**config.mk**
```make
export PLATFORM = sky130hd
export DESIGN_NAME = countdown_clock
export DESIGN_NICKNAME = d
export VERILOG_FILES = /design/src/rtl/countdown_clock.sv
export SDC_FILE = /design/constraint.sdc
export NUM_CORES = 1
export LEC_CHECK = 0
export CAP_MARGIN = 25
export CORE_UTILIZATION = 30
export CTS_CLUSTER_DIAMETER = 50
export DETAILED_ROUTE_END_ITERATION = 7
export SLEW_MARGIN = 20
export SYNTH_ARGS = -nofsm -noshare
export SYNTH_HDL_FRONTEND = slang
export SYNTH_SLANG_ARGS = --single-unit
```
**constraint.sdc**
```tcl
create_clock -name clk -period 2.1 [get_ports clk]
set_clock_uncertainty 0.15 [all_clocks]
set_input_delay 0.315 -clock clk [delete_from_list [all_inputs] [get_ports clk]]
set_output_delay 0.315 -clock clk [all_outputs]
set_load 0.03 [all_outputs]
```
**src/rtl/countdown_clock.sv**
```systemverilog
// MM:SS BCD countdown driven by the one-second tick stream.
// Optional blinking low-time warning enabled by defining COUNTDOWN_WARN_EN.
module countdown_clock #(
    parameter int WARN_SECS = 10
) (
    input  logic       clk,
    input  logic       rst,
    input  logic       tick,
    input  logic       load,
    input  logic [7:0] load_min,
    input  logic [7:0] load_sec,
    input  logic       start,
    input  logic       stop,
    output logic [3:0] min_tens,
    output logic [3:0] min_ones,
    output logic [3:0] sec_tens,
    output logic [3:0] sec_ones,
    output logic       running,
    output logic       expired,
    output logic       done,
    output logic       warn
);

    typedef enum logic [1:0] {S_IDLE, S_RUNNING, S_PAUSED, S_EXPIRED} state_t;

    state_t     r_state, w_state_nxt;
    logic [3:0] r_mt, r_mo, r_st, r_so;
    logic [3:0] w_mt, w_mo, w_st, w_so;
    logic       r_running, r_expired, r_done, r_warn;
    logic       w_done_nxt, w_tick_acc, w_warn_nxt, w_nonzero;

    assign w_nonzero = (r_mt != 4'd0) || (r_mo != 4'd0) || (r_st != 4'd0) || (r_so != 4'd0);

    always_ff @(posedge clk or negedge rst) begin
        if (!rst) r_state <= S_IDLE;
        else      r_state <= w_state_nxt;
    end

    // One priority chain resolves load > stop > start > tick per cycle.
    always_comb begin
        w_state_nxt = r_state;
        w_mt        = r_mt;
        w_mo        = r_mo;
        w_st        = r_st;
        w_so        = r_so;
        w_done_nxt  = 1'b0;
        w_tick_acc  = 1'b0;
        if (load) begin
            w_state_nxt = S_IDLE;
            w_mt = (load_min[7:4] > 4'd9) ? 4'd9 : load_min[7:4];
            w_mo = (load_min[3:0] > 4'd9) ? 4'd9 : load_min[3:0];
            w_st = (load_sec[7:4] > 4'd5) ? 4'd5 : load_sec[7:4];
            w_so = (load_sec[3:0] > 4'd9) ? 4'd9 : load_sec[3:0];
        end else if (stop) begin
            if (r_state == S_RUNNING) w_state_nxt = S_PAUSED;
        end else if (start) begin
            if ((r_state == S_IDLE && w_nonzero) || r_state == S_PAUSED)
                w_state_nxt = S_RUNNING;
        end else if (tick && r_state == S_RUNNING && w_nonzero) begin
            w_tick_acc = 1'b1;
            if (r_so != 4'd0) begin
                w_so = r_so - 4'd1;
            end else begin
                w_so = 4'd9;
                if (r_st != 4'd0) begin
                    w_st = r_st - 4'd1;
                end else begin
                    w_st = 4'd5;
                    if (r_mo != 4'd0) begin
                        w_mo = r_mo - 4'd1;
                    end else begin
                        w_mo = 4'd9;
                        w_mt = r_mt - 4'd1;
                    end
                end
            end
            if (r_mt == 4'd0 && r_mo == 4'd0 && r_st == 4'd0 && r_so == 4'd1) begin
                w_state_nxt = S_EXPIRED;
                w_done_nxt  = 1'b1;
            end
        end
    end

`ifdef COUNTDOWN_WARN_EN
    localparam logic [6:0] WARN_LIM = 7'(WARN_SECS);
    logic [6:0] w_secs_cur, w_secs_nxt;
    logic       w_win_cur, w_win_nxt;

    assign w_secs_cur = 7'(r_st) * 7'd10 + 7'(r_so);
    assign w_secs_nxt = 7'(w_st) * 7'd10 + 7'(w_so);
    assign w_win_cur  = (r_state == S_RUNNING || r_state == S_PAUSED) &&
                        r_mt == 4'd0 && r_mo == 4'd0 &&
                        w_secs_cur != 7'd0 && w_secs_cur <= WARN_LIM;
    assign w_win_nxt  = (w_state_nxt == S_RUNNING || w_state_nxt == S_PAUSED) &&
                        w_mt == 4'd0 && w_mo == 4'd0 &&
                        w_secs_nxt != 7'd0 && w_secs_nxt <= WARN_LIM;

    // Blink: high on window entry, then flip on every accepted tick.
    always_comb begin
        w_warn_nxt = 1'b0;
        if (load)                          w_warn_nxt = 1'b0;
        else if (w_state_nxt == S_EXPIRED) w_warn_nxt = 1'b1;
        else if (w_win_nxt && !w_win_cur)  w_warn_nxt = 1'b1;
        else if (w_win_nxt && w_tick_acc)  w_warn_nxt = ~r_warn;
        else if (w_win_nxt)                w_warn_nxt = r_warn;
    end
`else
    assign w_warn_nxt = 1'b0;
`endif

    always_ff @(posedge clk or negedge rst) begin
        if (!rst) begin
            r_mt      <= 4'd0;
            r_mo      <= 4'd0;
            r_st      <= 4'd0;
            r_so      <= 4'd0;
            r_running <= 1'b0;
            r_expired <= 1'b0;
            r_done    <= 1'b0;
            r_warn    <= 1'b0;
        end else begin
            r_mt      <= w_mt;
            r_mo      <= w_mo;
            r_st      <= w_st;
            r_so      <= w_so;
            r_running <= (w_state_nxt == S_RUNNING);
            r_expired <= (w_state_nxt == S_EXPIRED);
            r_done    <= w_done_nxt;
            r_warn    <= w_warn_nxt;
        end
    end

    assign min_tens = r_mt;
    assign min_ones = r_mo;
    assign sec_tens = r_st;
    assign sec_ones = r_so;
    assign running  = r_running;
    assign expired  = r_expired;
    assign done     = r_done;
    assign warn     = r_warn;

endmodule

```
======== Word-level counts from Yosys, hierarchy flattened ========
Cells that the tools add are included.
cells by class
  $add $sub $neg .......................... 4
  $mul .................................... 0
  divide/modulo/power cells ............... 0
  magnitude comparators ................... 4
  equal/unequal tests ..................... 10
  shift operators ......................... 0
  muxes and demuxes ....................... 41
  bitwise operators ....................... 0
  reduce and logical (&&, ||, !) cells .... 23
operators by type and width
  operator               count
  $mux W4                29
  $reduce_bool A4 Y1     4
  $sub A4 B1 Y4 const B  4
  $mux W2                7
  $gt A4 B4 Y1 const B   3
  $logic_not A4 Y1       3
  $ne A2 B2 Y1 const B   5
  $logic_and A1 B1 Y1    6
  $reduce_and A6 Y1      1
  $mux W1                5
  $reduce_and A5 Y1      1
  $eq A2 B1 Y1 const B   2
  $eq A2 B2 Y1 const B   2
  $eq A4 B1 Y1 const B   1
  $gt A4 B3 Y1 const B   1
  $logic_or A1 B1 Y1     4
  $reduce_and A4 Y1      1
  $reduce_and A3 Y1      1
  $logic_not A2 Y1       1
  $reduce_bool A2 Y1     1
storage, ports and cells
  register bits after elaboration ......... 21
  latch bits .............................. 0
  RAM bits ................................ 0
  bits in read-only memories .............. 0
  input bits .............................. 22
  output and inout port bits .............. 20
  memories ................................ 0

======== Depth between registers and ports, before layout ========
Gate-level depths: netlist of the first run.
  word-level depth ........................ 11
  mapped depth ............................ 6
  mapped depth without buffers ............ 6

======== Worst setup path before layout of the first run ========
Ideal clock, no wire load.
  kind .................................... flip-flop to flip-flop
  start point ............................. register r_mt[0] (netlist: min_tens[0])
  end point ............................... register r_running (netlist: running)
  library setup time ...................... 0.119 ns
  arrival ................................. 1.865 ns
  setup slack ............................. -0.034 ns
  cell stages (with the launch flop) ...... 7
  path buffers ............................ 0
  period minus slack after synthesis ...... 2.134 ns
  cells stage by stage .................... dfrtp_1 > inv_1 > ha_1 > nor3b_1 > nand4_1 > o311ai_0 > o21ba_2
on the way
  word-level cells in the longest chain between the ends .. 11
  elaborated cells between the ends (all ways) .. 18
  those cells by class .................... 1 x eq/ne; 6 x mux; 11 x reduce/logical
RTL lines
  what                             RTL line  RTL
  start: declaration               27        logic [3:0] r_mt, r_mo, r_st, r_so;
  start signal: assignment         122       r_mt <= w_mt;
  $reduce_bool A4 Y1               32        assign w_nonzero = (r_mt != 4'd0) || (r_mo != 4'd0) || (r_st != 4'd0) || (r_so != 4'd0);
  $logic_or A1 B1 Y1 (3 in a row)  32
  $logic_and A1 B1 Y1              57        if ((r_state == S_IDLE && w_nonzero) || r_state == S_PAUSED)
  $logic_or A1 B1 Y1               57
  $mux W2                          57
  $mux W2 (*)                      56        end else if (start) begin
  $mux W2 (*)                      54        end else if (stop) begin
  $mux W2 (*)                      48        if (load) begin
  $eq A2 B1 Y1 (*)                 126       r_running <= (w_state_nxt == S_RUNNING);
  end signal: assignment           126
  end: declaration                 29        logic r_running, r_expired, r_done, r_warn;
Mark *: on every way between the ends. The rest lies on a longest branch, timed or not.
A chain may end at the register's enable or synchronous reset.

======== Worst setup path in the final report of the first run ========
  start point ............................. input stop
  end point ............................... register r_mt[3] (netlist: min_tens[3])
on the way
  word-level cells in the longest chain between the ends .. 2
RTL lines
  what                                RTL line  RTL
  start: declaration                  13        input logic stop,
  $ne A2 B2 Y1 (no source line)       n/a
  $reduce_and A6 Y1 (no source line)  n/a
Every way passes these cells.

==> results of run 1 <==
[power by group]
| part | switching [mW] | total [mW] | internal [mW] |
|---|---|---|---|
| sequential | 0.0450 | 0.477 | 0.432 |
| combinational | 0.164 | 0.317 | 0.153 |
| clock | 0.139 | 0.274 | 0.135 |
[worst paths after layout]
| check | end | slack [ps] | cells after the start |
|---|---|---|---|
| min in group clk | min_tens[0]$_DFFE_PN0P_ | 480 | 3 |
| worst max register to register | min_tens[3]$_DFFE_PN0P_ | 100 | 7 |
| max in group asynchronous | min_tens[0]$_DFFE_PN0P_ | 1310 | 2 |
| worst max-delay path | min_tens[3]$_DFFE_PN0P_ | 80 | 6 |
| worst min register to register | min_tens[0]$_DFFE_PN0P_ | 480 | 3 |
| worst min-delay path | sec_ones[2]$_DFFE_PN0P_ | 240 | 2 |
[state kept, by name, indices dropped and copies added, names as in the netlist]
signal / flops
done: 1
expired: 1
min_ones: 4
min_tens: 4
r_state: 2
running: 1
sec_ones: 4
sec_tens: 4
[Yosys cell counts (all sizes together) (2+ instances only)]
library cell / n / area [um2]
dfrtp: 21 / 526
nor2: 15 / 56.3
nand2: 12 / 45.0
o21ai: 8 / 40.0
a21oi: 6 / 30.0
nand3: 5 / 25.0
nor3: 5 / 25.0
a31oi: 4 / 25.0
nor2b: 4 / 25.0
nor4: 4 / 70.1
clkbuf: 3 / 11.3
inv: 3 / 11.3
mux2i: 3 / 30.0
nand3b: 3 / 22.5
nand4: 3 / 33.8
o311ai: 3 / 26.3
or2: 3 / 18.8
or3: 3 / 20.0
and3: 2 / 12.5
buf: 2 / 12.5
ha: 2 / 25.0
nand2b: 2 / 12.5
nand4b: 2 / 17.5
o21a: 2 / 15.0
o22ai: 2 / 12.5
or4: 2 / 15.0
[cell families after synthesis]
group	synth area share
compound gates	0.171
fa+ha+maj	0.0189
buf+inv	0.0358
flops	0.396
mux	0.0311
other cells	0.00283
simple gates	0.344
[repair_timing]
item | in CTS | in global routing
buffers inserted | 0 | 1
hold endpoints to repair | 0 | 0
gates resized for setup | 1 | 3
pin swaps | 0 | 3
endpoints found under the setup margin | 1 | 4
[final cells by class]
class,count,share of cell area
Clock buffer,4,0.0230
Timing Repair Buffer,58,0.274
Sequential cell,21,0.269
Inverter,4,0.00768
Tap cell,50,0.0320
Multi-Input combinational cell,111,0.394
[per-layer routing]
metal / track usage / routed length (um)
met1: 0.241 / 1730
met2: 0.305 / 1890
met3: 0.0247 / 131
met4: 0.0547 / 29
met5: 0 / 0
[per-stage QoR]
step / utilization / power (mW) / setup TNS, ps
6_report: 0.475 / 1.07 / 0
5_1_grt: 0.475 / 1.13 / -13.5
4_1_cts: 0.471 / 1.08 / 0
3_5_place_dp: 0.458 / 0.799 / -1370
3_3_place_gp: 0.458 / 0.789 / -744
2_1_floorplan: - / 0.636 / 0
==> impl_metrics.json, run 1 <==
{
  "clkLatencyLatePin_ps": 270,
  "crit_chain": "clkdlybuf4s50_1 -> nor4b_4 -> buf_4 -> nand4_4 -> or4_1 -> a31oi_1",
  "cp_top_family": "simple AND/OR/NAND/NOR gates",
  "avgSynthCellArea_um2": 9.34,
  "start_kind": "input pin",
  "routed_wl_um": 3780,
  "vias": 1308,
  "wl_per_cell_um": 15.2,
  "timing.final.crit_share": 0.962,
  "fp.dieArea_mm2": 0.00469,
  "synth_cell_types": 48,
  "remaining_drc_errors": 0,
  "ys_seq_area_frac": 0.396,
  "grt_antenna_before_repair": 0,
  "status": "finished, final reports clean",
  "initial_core_util": 0.322,
  "p_per_area_mw_per_mm2": 547,
  "post_route_cells_drive_above_1_share": 0.192,
  "multi_input_area_um2": 771,
  "cp_max_fo": 4,
  "fmax_mhz": 495,
  "final_net_count": 223,
  "dp_hpwl_um": 2880,
  "cts_tree": "built",
  "grt_max_degree": 22,
  "syn_inst": 142,
  "overflow": 0,
  "async_flop_share": 1.00,
  "layout_common_cells": "clkdlybuf4s50_1 (40), dfrtp_1 (20), buf_4 (18)",
  "peakVddDrop_uv": 218,
  "fill_cells": 398,
  "grt_pass1_vias": 1312,
  "postCtsHoldBufs": 0,
  "dr.pass1.iters": 4,
  "cpPeakStageDelay_ps": 530,
  "fin_crit_ps": 2020,
  "crit_buf_inv": 2,
  "yosys_register_bits": 21,
  "slew_viol_final": 0,
  "r2r_start": "min_tens[0]$_DFFE_PN0P_",
  "ys.flop_type": "dfrtp_1",
  "clockBufferDepth": 2,
  "fp-row-count": 23,
  "die_x_um": 68.5,
  "layout_commonest_cell": "clkdlybuf4s50_1",
  "setup-violations-final": 0,
  "critPathLaunch": "stop",
  "io_pins": 42,
  "clk_pin_slew_ps": 80,
  "core_area_mm2": 0.00412,
  "dpl.cell_count": 243,
  "layout_setup_ws_ps": 80.8,
  "regArea_um2": 527,
  "synth_edf_count": 0,
  "grt_usage": 0.182,
  "vias_per_cell": 5.27,
  "dp_worst_setup_slack_ps": -198,
  "end_kind": "register",
  "synth_area_mm2": 0.00133,
  "drtIter0Drc": 52,
  "worstHoldPathType": "input pin to asynchronous set/reset pin",
  "numCtsBuffers": 3,
  "cts_sinks": 21,
  "crit_type": "input pin to register",
  "cap_violations": 0,
  "crit_slowest_cell": "or4_1",
  "layoutNonFillerInstCount": 248,
  "io_buffers": 40,
  "detail-route-antenna-nets": 0,
  "final_hold_viol_count": 0,
  "crit_required_ps": 2130,
  "grt_pass1_wl_um": 6300,
  "antenna_cells": 0,
  "die_h_um": 68.5,
  "postPlaceCellArea_mm2": 0.00189,
  "worstPathArrival_ps": 2050,
  "fin_area_mm2": 0.00196,
  "areaGrowthSynthToFinish_pct": 47.5,
  "holdWs_ps": 238,
  "yosys_warnings": 0,
  "p_leak_nw": 0.793,
  "syn_nets": 166,
  "cts_root_buf": "clkbuf_8",
  "gp_congestion": 0.824,
  "h-tree-depth": 1
}
No activity file was read; power rests on OpenSTA's default activity.
==> run 2: changes to the inputs <==
CORE_MARGIN = 8   (was default)
SETUP_SLACK_MARGIN = 0.4   (was default)
clock period = 1.7 ns   (was 2.1 ns; I/O delays follow)
==> impl_metrics.json, run 2 (same netlist as run 1, synthesis figures left out) <==
{
  "cts_root_buf": "clkbuf_8",
  "clkLatencyLatePin_ps": 270,
  "layout_setup_ws_ps": -198,
  "p_leak_nw": 1.09,
  "r2r_start": "min_tens[0]$_DFFE_PN0P_",
  "wl_per_cell_um": 16.5,
  "routed_wl_um": 4800,
  "p_per_area_mw_per_mm2": 591,
  "multi_input_area_um2": 977,
  "io_buffers": 40,
  "dpl.cell_count": 266,
  "grt_pass1_wl_um": 7860,
  "postCtsHoldBufs": 0,
  "initial_core_util": 0.309,
  "detail-route-antenna-nets": 0,
  "slew_headroom": 0.599,
  "numCtsBuffers": 3,
  "fp-row-count": 24,
  "cap_violations": 0,
  "die_x_um": 82.5,
  "failed_checks": "setup timing",
  "start_kind": "register",
  "clockBufferDepth": 2,
  "core_area_mm2": 0.00429,
  "grt_antenna_before_repair": 0,
  "setup-violations-final": 17,
  "final_hold_viol_count": 0,
  "clk_pin_slew_ps": 90,
  "cp_max_fo": 3,
  "critPathLaunch": "min_tens[0]$_DFFE_PN0P_",
  "h-tree-depth": 1,
  "dp_hpwl_um": 3290,
  "peakVddDrop_uv": 299,
  "end_kind": "register",
  "gp_congestion": 0.832,
  "fill_cells": 369,
  "tightest_slew_ps": 586,
  "grt_max_degree": 22,
  "worstHoldPathType": "input pin to asynchronous set/reset pin",
  "crit_type": "register to register",
  "drtIter0Drc": 92,
  "crit_required_ps": 1740,
  "grt_pass1_vias": 1616,
  "layout_commonest_cell": "buf_6",
  "die_h_um": 82.5,
  "slew_viol_final": 0,
  "post_route_cells_drive_above_1_share": 0.556,
  "overflow": 0,
  "layout_common_cells": "buf_6 (47), buf_4 (27), clkdlybuf4s50_1 (19)",
  "final_net_count": 264,
  "io_pins": 42,
  "dr.pass1.iters": 4,
  "grt_usage": 0.147,
  "layoutNonFillerInstCount": 291,
  "remaining_drc_errors": 0,
  "fp.dieArea_mm2": 0.00680,
  "worstPathArrival_ps": 1940,
  "rsz0062_at_grt": "yes",
  "vias": 1488,
  "timing.final.crit_share": 1.12,
  "cts_tree": "built",
  "vias_per_cell": 5.11,
  "antenna_cells": 0,
  "cts_sinks": 21,
  "status": "finished with violations",
  "setup_tns_ps": -1770,
  "holdWs_ps": 183,
  "fin_crit_ps": 1900,
  "regArea_um2": 538,
  "areaGrowthSynthToFinish_pct": 96.6,
  "fin_util": 0.607,
  "fmax_mhz": 527
}
[run 2: changes by cell type in the layout (fill, tap and decap cells not counted), sizes merged]
cell	before	now
clkdlybuf4s15	0	1
buf	18	77
clkbuf	4	3
dlygate4sd2	0	2
clkinv	1	2
clkdlybuf4s50	40	19
[run 2: final cells by class]
cell class	instances	share of cell area
clock buffer	3	0.0158
clock inverter	1	0.00192
inverter	4	0.00576
multi-input combinational	111	0.375
sequential	21	0.206
tap	52	0.0250
timing repair buffer	99	0.370
[run 2: critical path: stages (launching register included)]
cell	delay, ps
dfrtp_2	430
buf_4	150
or3_2	430
or4_1	520
a31oi_1	150
[run 2: path summary, 6_finish.rpt]
kind	endpoint	slack [ps]	cells after the start
max in group asynchronous	sec_ones[0]$_DFFE_PN0P_	970	2
hold reg to reg	sec_tens[0]$_DFFE_PN0P_	550	3
setup reg to reg	min_tens[3]$_DFFE_PN0P_	-200	4
hold / removal	sec_ones[3]$_DFFE_PN0P_	180	2
setup / recovery	min_tens[3]$_DFFE_PN0P_	-200	4
min in group clk	min_tens[1]$_DFFE_PN0P_	440	3
[run 2: routing by layer]
metal | wire [um] | vias to the layer above | GRT usage
li1 | - | 725 | -
met1 | 2020 | 723 | 0.172
met2 | 2520 | 32 | 0.268
met3 | 175 | 8 | 0.0141
met4 | 89 | 0 | 0.0621
met5 | 0 | - | 0
[run 2: metrics by stage]
step / total power, mW / area [um2] / setup slack [ps]
after detailed placement: 1.06 / 2130 / -422
final: 1.54 / 2610 / -198
after CTS: 1.50 / 2470 / -186
after global placement: 1.06 / 2130 / -404
after global routing: 1.62 / 2610 / -271
after floorplan: 0.812 / 1420 / -266
[run 2: timing repair]
item                                    4_1_cts  5_1_grt
gates resized for setup                     167       21
pin swaps                                    18       10
setup buffers                                16        5
endpoints found under the setup margin       40       37
[run 2: report_power, final]
part	internal, mW	leakage [nW]	switching, mW
Sequential	0.538	0.249	0.0467
Combinational	0.322	0.816	0.289
Clock	0.164	0.0255	0.183
